### config.mk
export PLATFORM = sky130hd
export DESIGN_NAME = mem_stage
export DESIGN_NICKNAME = d
export VERILOG_FILES = /design/src/rtl/mem_stage.sv
export SDC_FILE = /design/constraint.sdc
export NUM_CORES = 1
export LEC_CHECK = 0
export ABC_AREA = 1
export CAP_MARGIN = 20
export CORE_MARGIN = 2
export CORE_UTILIZATION = 40
export DETAILED_ROUTE_END_ITERATION = 12
export PLACE_DENSITY = 0.86
export SETUP_SLACK_MARGIN = 0.15
export SLEW_MARGIN = 20
export SYNTH_ARGS = -nofsm -noshare
export SYNTH_HDL_FRONTEND = slang
export SYNTH_SLANG_ARGS = --single-unit
### constraint.sdc
create_clock -name clk -period 3.52 [get_ports clk]
set_input_delay 0.704 -clock clk [delete_from_list [all_inputs] [get_ports clk]]
set_output_delay 0.704 -clock clk [all_outputs]
set_load 0.03 [all_outputs]
### src/rtl/mem_stage.sv
// -----------------------------------------------------------------------------
// mem_stage -- MEM stage of the 16-bit pipelined CPU.
//
// Holds the EX/MEM pipeline register, runs the data-memory request/ready
// handshake, freezes the upstream pipeline while an access is outstanding,
// and offers a forwarding path for the result of the held instruction.
// Writeback outputs are combinational views of the held instruction; the
// writeback stage registers them.
//
// Ports:
//   clk, reset_n                  clock, asynchronous active-low reset
//   Pc, ALUOut, StoreData         EX results (PC+1, ALU result/address, store data)
//   RegWriteTarget, RegWriteSrc   destination register, result source (0 ALU, 1 mem, 2 PC)
//   MemRead, MemWrite, RegWrite   control for the instruction leaving EX
//   d_ready, d_rdata              memory completion and load data
//   d_readM, d_writeM             memory read / write requests
//   d_address, d_wdata            memory address / store data
//   Stall_OUT                     freeze PC, IF/ID, ID/EX, EX/MEM
//   Pc_OUT, ALUOut_OUT, MemData_OUT, RegWriteTarget_OUT,
//   RegWriteSrc_OUT, RegWrite_OUT to writeback
//   FwdValid, FwdTarget, FwdData  forwarding of the in-flight result
//
// Optional build macro MEM_STAGE_PERF_EN adds saturating counters
// MemAccessCount (completed accesses) and MemStallCount (stall cycles).
// -----------------------------------------------------------------------------
module mem_stage #(
  parameter int WORD_SIZE = 16,
  parameter int CNT_WIDTH = 16
) (
  input  logic                 clk,
  input  logic                 reset_n,
  input  logic [WORD_SIZE-1:0] Pc,
  input  logic [WORD_SIZE-1:0] ALUOut,
  input  logic [WORD_SIZE-1:0] StoreData,
  input  logic [1:0]           RegWriteTarget,
  input  logic                 MemRead,
  input  logic                 MemWrite,
  input  logic [1:0]           RegWriteSrc,
  input  logic                 RegWrite,
  input  logic                 d_ready,
  input  logic [WORD_SIZE-1:0] d_rdata,
  output logic                 d_readM,
  output logic                 d_writeM,
  output logic [WORD_SIZE-1:0] d_address,
  output logic [WORD_SIZE-1:0] d_wdata,
  output logic                 Stall_OUT,
  output logic [WORD_SIZE-1:0] Pc_OUT,
  output logic [WORD_SIZE-1:0] ALUOut_OUT,
  output logic [WORD_SIZE-1:0] MemData_OUT,
  output logic [1:0]           RegWriteTarget_OUT,
  output logic [1:0]           RegWriteSrc_OUT,
  output logic                 RegWrite_OUT,
  output logic                 FwdValid,
  output logic [1:0]           FwdTarget,
  output logic [WORD_SIZE-1:0] FwdData
`ifdef MEM_STAGE_PERF_EN
  ,
  output logic [CNT_WIDTH-1:0] MemAccessCount,
  output logic [CNT_WIDTH-1:0] MemStallCount
`endif
);

  typedef enum logic [0:0] {
    IDLE   = 1'b0,
    ACCESS = 1'b1
  } state_t;

  // A counter narrower than one bit is not a meaningful configuration.
  if (CNT_WIDTH < 1) begin : g_bad_cnt_width
  end

  state_t               state_q, state_d;
  logic [WORD_SIZE-1:0] pc_q, pc_d;
  logic [WORD_SIZE-1:0] alu_out_q, alu_out_d;
  logic [WORD_SIZE-1:0] store_data_q, store_data_d;
  logic [1:0]           rw_target_q, rw_target_d;
  logic [1:0]           rw_src_q, rw_src_d;
  logic                 mem_read_q, mem_read_d;
  logic                 mem_write_q, mem_write_d;
  logic                 reg_write_q, reg_write_d;

  logic                 in_access;
  logic                 access_done;
  logic                 stall;

  assign in_access   = (state_q == ACCESS);
  assign access_done = in_access & d_ready;
  assign stall       = in_access & ~d_ready;

  // Next-state logic for the EX/MEM register and handshake state.
  always_comb begin
    state_d      = state_q;
    pc_d         = pc_q;
    alu_out_d    = alu_out_q;
    store_data_d = store_data_q;
    rw_target_d  = rw_target_q;
    rw_src_d     = rw_src_q;
    mem_read_d   = mem_read_q;
    mem_write_d  = mem_write_q;
    reg_write_d  = reg_write_q;
    if (!stall) begin
      pc_d         = Pc;
      alu_out_d    = ALUOut;
      store_data_d = StoreData;
      rw_target_d  = RegWriteTarget;
      rw_src_d     = RegWriteSrc;
      mem_read_d   = MemRead;
      // A simultaneous read and write is executed as a load only.
      mem_write_d  = MemWrite & ~MemRead;
      reg_write_d  = RegWrite;
      state_d      = (MemRead | MemWrite) ? ACCESS : IDLE;
    end else begin
      state_d = state_q;
    end
  end

  // EX/MEM pipeline register and state register.
  always_ff @(posedge clk or negedge reset_n) begin
    if (!reset_n) begin
      state_q      <= IDLE;
      pc_q         <= {WORD_SIZE{1'b0}};
      alu_out_q    <= {WORD_SIZE{1'b0}};
      store_data_q <= {WORD_SIZE{1'b0}};
      rw_target_q  <= 2'd0;
      rw_src_q     <= 2'd0;
      mem_read_q   <= 1'b0;
      mem_write_q  <= 1'b0;
      reg_write_q  <= 1'b0;
    end else begin
      state_q      <= state_d;
      pc_q         <= pc_d;
      alu_out_q    <= alu_out_d;
      store_data_q <= store_data_d;
      rw_target_q  <= rw_target_d;
      rw_src_q     <= rw_src_d;
      mem_read_q   <= mem_read_d;
      mem_write_q  <= mem_write_d;
      reg_write_q  <= reg_write_d;
    end
  end

  // Memory request, writeback and forwarding outputs.
  always_comb begin
    d_readM            = in_access & mem_read_q;
    d_writeM           = in_access & mem_write_q;
    d_address          = in_access ? alu_out_q : {WORD_SIZE{1'b0}};
    d_wdata            = in_access ? store_data_q : {WORD_SIZE{1'b0}};
    Stall_OUT          = stall;
    Pc_OUT             = pc_q;
    ALUOut_OUT         = alu_out_q;
    RegWriteTarget_OUT = rw_target_q;
    RegWriteSrc_OUT    = rw_src_q;
    MemData_OUT        = access_done ? d_rdata : {WORD_SIZE{1'b0}};
    // A stalled cycle reaches writeback as a bubble.
    RegWrite_OUT       = reg_write_q & ~stall;
    FwdTarget          = rw_target_q;
    // Memory-sourced results are only forwardable in the completing cycle.
    FwdValid           = reg_write_q & ((rw_src_q != 2'd1) | access_done);
    case (rw_src_q)
      2'd0:    FwdData = alu_out_q;
      2'd1:    FwdData = d_rdata;
      2'd2:    FwdData = pc_q;
      2'd3:    FwdData = {WORD_SIZE{1'b0}};
      default: FwdData = {WORD_SIZE{1'b0}};
    endcase
  end

`ifdef MEM_STAGE_PERF_EN
  logic [CNT_WIDTH-1:0] acc_cnt_q, acc_cnt_d;
  logic [CNT_WIDTH-1:0] stall_cnt_q, stall_cnt_d;

  // Saturating increments of the performance counters.
  always_comb begin
    acc_cnt_d   = acc_cnt_q;
    stall_cnt_d = stall_cnt_q;
    if (access_done && (acc_cnt_q != {CNT_WIDTH{1'b1}})) begin
      acc_cnt_d = acc_cnt_q + {{(CNT_WIDTH-1){1'b0}}, 1'b1};
    end else begin
      acc_cnt_d = acc_cnt_q;
    end
    if (stall && (stall_cnt_q != {CNT_WIDTH{1'b1}})) begin
      stall_cnt_d = stall_cnt_q + {{(CNT_WIDTH-1){1'b0}}, 1'b1};
    end else begin
      stall_cnt_d = stall_cnt_q;
    end
  end

  // Performance counter registers.
  always_ff @(posedge clk or negedge reset_n) begin
    if (!reset_n) begin
      acc_cnt_q   <= {CNT_WIDTH{1'b0}};
      stall_cnt_q <= {CNT_WIDTH{1'b0}};
    end else begin
      acc_cnt_q   <= acc_cnt_d;
      stall_cnt_q <= stall_cnt_d;
    end
  end

  assign MemAccessCount = acc_cnt_q;
  assign MemStallCount  = stall_cnt_q;
`endif

endmodule

==> impl_metrics.tcl <==
set metrics [dict create \
    synthCells 421 \
    core_sq_mm 0.00718 \
    nNetsFinal 664 \
    utilization 0.677 \
    antennaDiodeCount 0 \
    setup_tns_ps 0 \
    outcome "finished clean" \
    grtUsageMet1 0.260 \
    cts-root-buf "clkbuf_8" \
    die_area_sq_mm 0.00803 \
    postCtsHoldBufs 0 \
    rsz0062_at_grt "no" \
    gp_congestion 0.770 \
    grt_pass1_wl_microns 14300 \
    crit_required_ps 2820 \
    use_met3 0.0695 \
    syn-num-nets 495 \
    grt_pass1_vias 3002 \
    skew_ps 4.99 \
    slew_violations 0 \
    num_io_pins 181 \
    firstDrtPassIters 4 \
    ant_nets 0 \
    yosys_warnings 0 \
    synth_cell_types 14 \
    slew_headroom 0.445 \
    grt-busiest-layer "met2" \
    vias 3260 \
    drc_errors 0 \
    yosys.area.top_type_share 0.478 \
    ys_seq_area_frac 0.478 \
    yosysMostFrequentCell "nand2_1" \
    ir_drop_mv 0.221 \
    worstMarginPinSlew_ps 832 \
    drive_gt1_frac 0.0390 \
    clk_path_buf_depth 2 \
    powerDensity_mw_per_mm2 432 \
    drt-wirelength-per-cell_microns 14.0 \
    endpoint_kind "output pin" \
    initial_utilization 0.409 \
    final-hold-violation-count 0 \
    hold_slack_ps 486 \
    drt_wl_total_microns 9660 \
    cts_setup_buffers 0 \
    fin_crit_sh 0.900 \
    async_reset_ff_frac 1.00 \
    critPathLaunchType "register" \
    synth_area_sq_mm 0.00293 \
    path_max_fanout 19 \
    period_minus_slack_ps 3170 \
    critical_path_arrival_ps 2470 \
    synth_top_cells_by_area "dfrtp_1 48%, nand2_1 27%, nand3_1 8.4%" \
    drtIter0Drc 101 \
    clock_latency_ps 300 \
    die_w_microns 89.6 \
    drv_cap 0 \
    syn_area_per_cell_sq_um 6.96 \
    grt_max_degree 60 \
    dp.final_hpwl_microns 7220 \
    clk_pin_slew_ps 90 \
    yosys.area.top_type "dfrtp_1" \
    vias_per_cell 4.73 \
    reg2reg_depth 6 \
    numPortBuffers 180 \
    ys_top_cells_by_count "209 x nand2_1, 56 x dfrtp_1, 52 x inv_1, 49 x nand3_1, 19 x nor2_1" \
    cts_tree "yes" \
    area_growth_pct 65.8 \
    grt_usage 0.235 \
    htreeDepth 2 \
    synth-seq-cells 56 \
    synth_ff_type "dfrtp_1" \
    die_h_microns 89.6 \
    total_power_w 0.00210 \
    worstSetupPathType "reg2out" \
    cts_resized 0 \
    setup_violations 0 \
    num_rows 31 \
    grt_antenna_before_repair 0 \
    fmax_ghz 0.316 \
    grt_util_met2 0.440 \
    synth_edf_count 0 \
    min_path_type "in2async" \
    cts_sinks 56 \
    leakage_nw 2.55 \
    grt_remaining_overflow 0 \
    cts_buffers 5 \
]
[flip-flops by register name, indices dropped and copies added (netlist names)]
register         count
ALUOut_OUT          16
Pc_OUT              16
store_data_q        16
FwdTarget            2
RegWriteSrc_OUT      2
in_access            1
mem_read_q           1
mem_write_q          1
reg_write_q          1
[metrics by stage]
stage	instance area (sq um)	setup WS, ps	std cells
2_1_floorplan	2930	1350	421
3_5_place_dp	4730	487	682
4_1_cts	4860	360	689
3_3_place_gp	4730	504	682
5_1_grt	4860	258	689
6_report	4860	351	689
[power breakdown]
part / switching, W / leakage (nW) / internal [W]
logic: 0.000495 / 1.81 / 0.000357
registers: 0.0000667 / 0.675 / 0.000707
clock network: 0.000195 / 0.0642 / 0.000280
[cell type report]
cell class | count | area (sq um)
clock buffer | 5 | 68.8
multi-input combinational | 284 | 1150
clock inverter | 2 | 60.1
fill | 580 | 2310
inverter | 56 | 210
sequential | 56 | 1400
timing repair buffer | 187 | 1850
tap | 99 | 124
[placed cells by master (no fill, tap or decap)]
cell and instances:
a21oi_1 1, buf_2 1, buf_4 8, bufinv_16 2
clkbuf_8 5, clkdlybuf4s50_1 178, dfrtp_1 56, inv_1 52
inv_2 4, nand2_1 209, nand2_2 1, nand2_4 1
nand3_1 49, nor2_1 19, nor2_4 1, o21ai_0 3
[kinds of logic (layout without fill, tap and decap cells)]
logic type | count (synthesis) | in the layout | share of synthesized area
simple gates | 280 | 280 | 0.385
buf+inv | 81 | 250 | 0.130
flops | 56 | 56 | 0.478
compound gates | 4 | 4 | 0.00683
[routing by layer]
layer | part of all wire | wire length [microns]
met4 | 0.015 | 145
met2 | 0.51 | 4960
met1 | 0.38 | 3690
met3 | 0.089 | 861
met5 | 0 | 0
[critical path, cell delays in order, from the launching register on]
cell and delay [ps]:
dfrtp_1 690, nor2_4 490, nand2_1 180, nand3_1 110, clkdlybuf4s50_1 680
[final timing paths]
check                           slack, ps               start               end
worst max register to register       1790           in_access         Pc_OUT[5]
min in group clk                      490     store_data_q[8]   store_data_q[8]
max in group asynchronous            2240             reset_n   store_data_q[1]
worst min register to register        490     store_data_q[8]   store_data_q[8]
worst min-delay path                  490             reset_n  store_data_q[10]
worst max-delay path                  350  RegWriteSrc_OUT[0]        FwdData[8]
(Power assumes the default switching activity.)
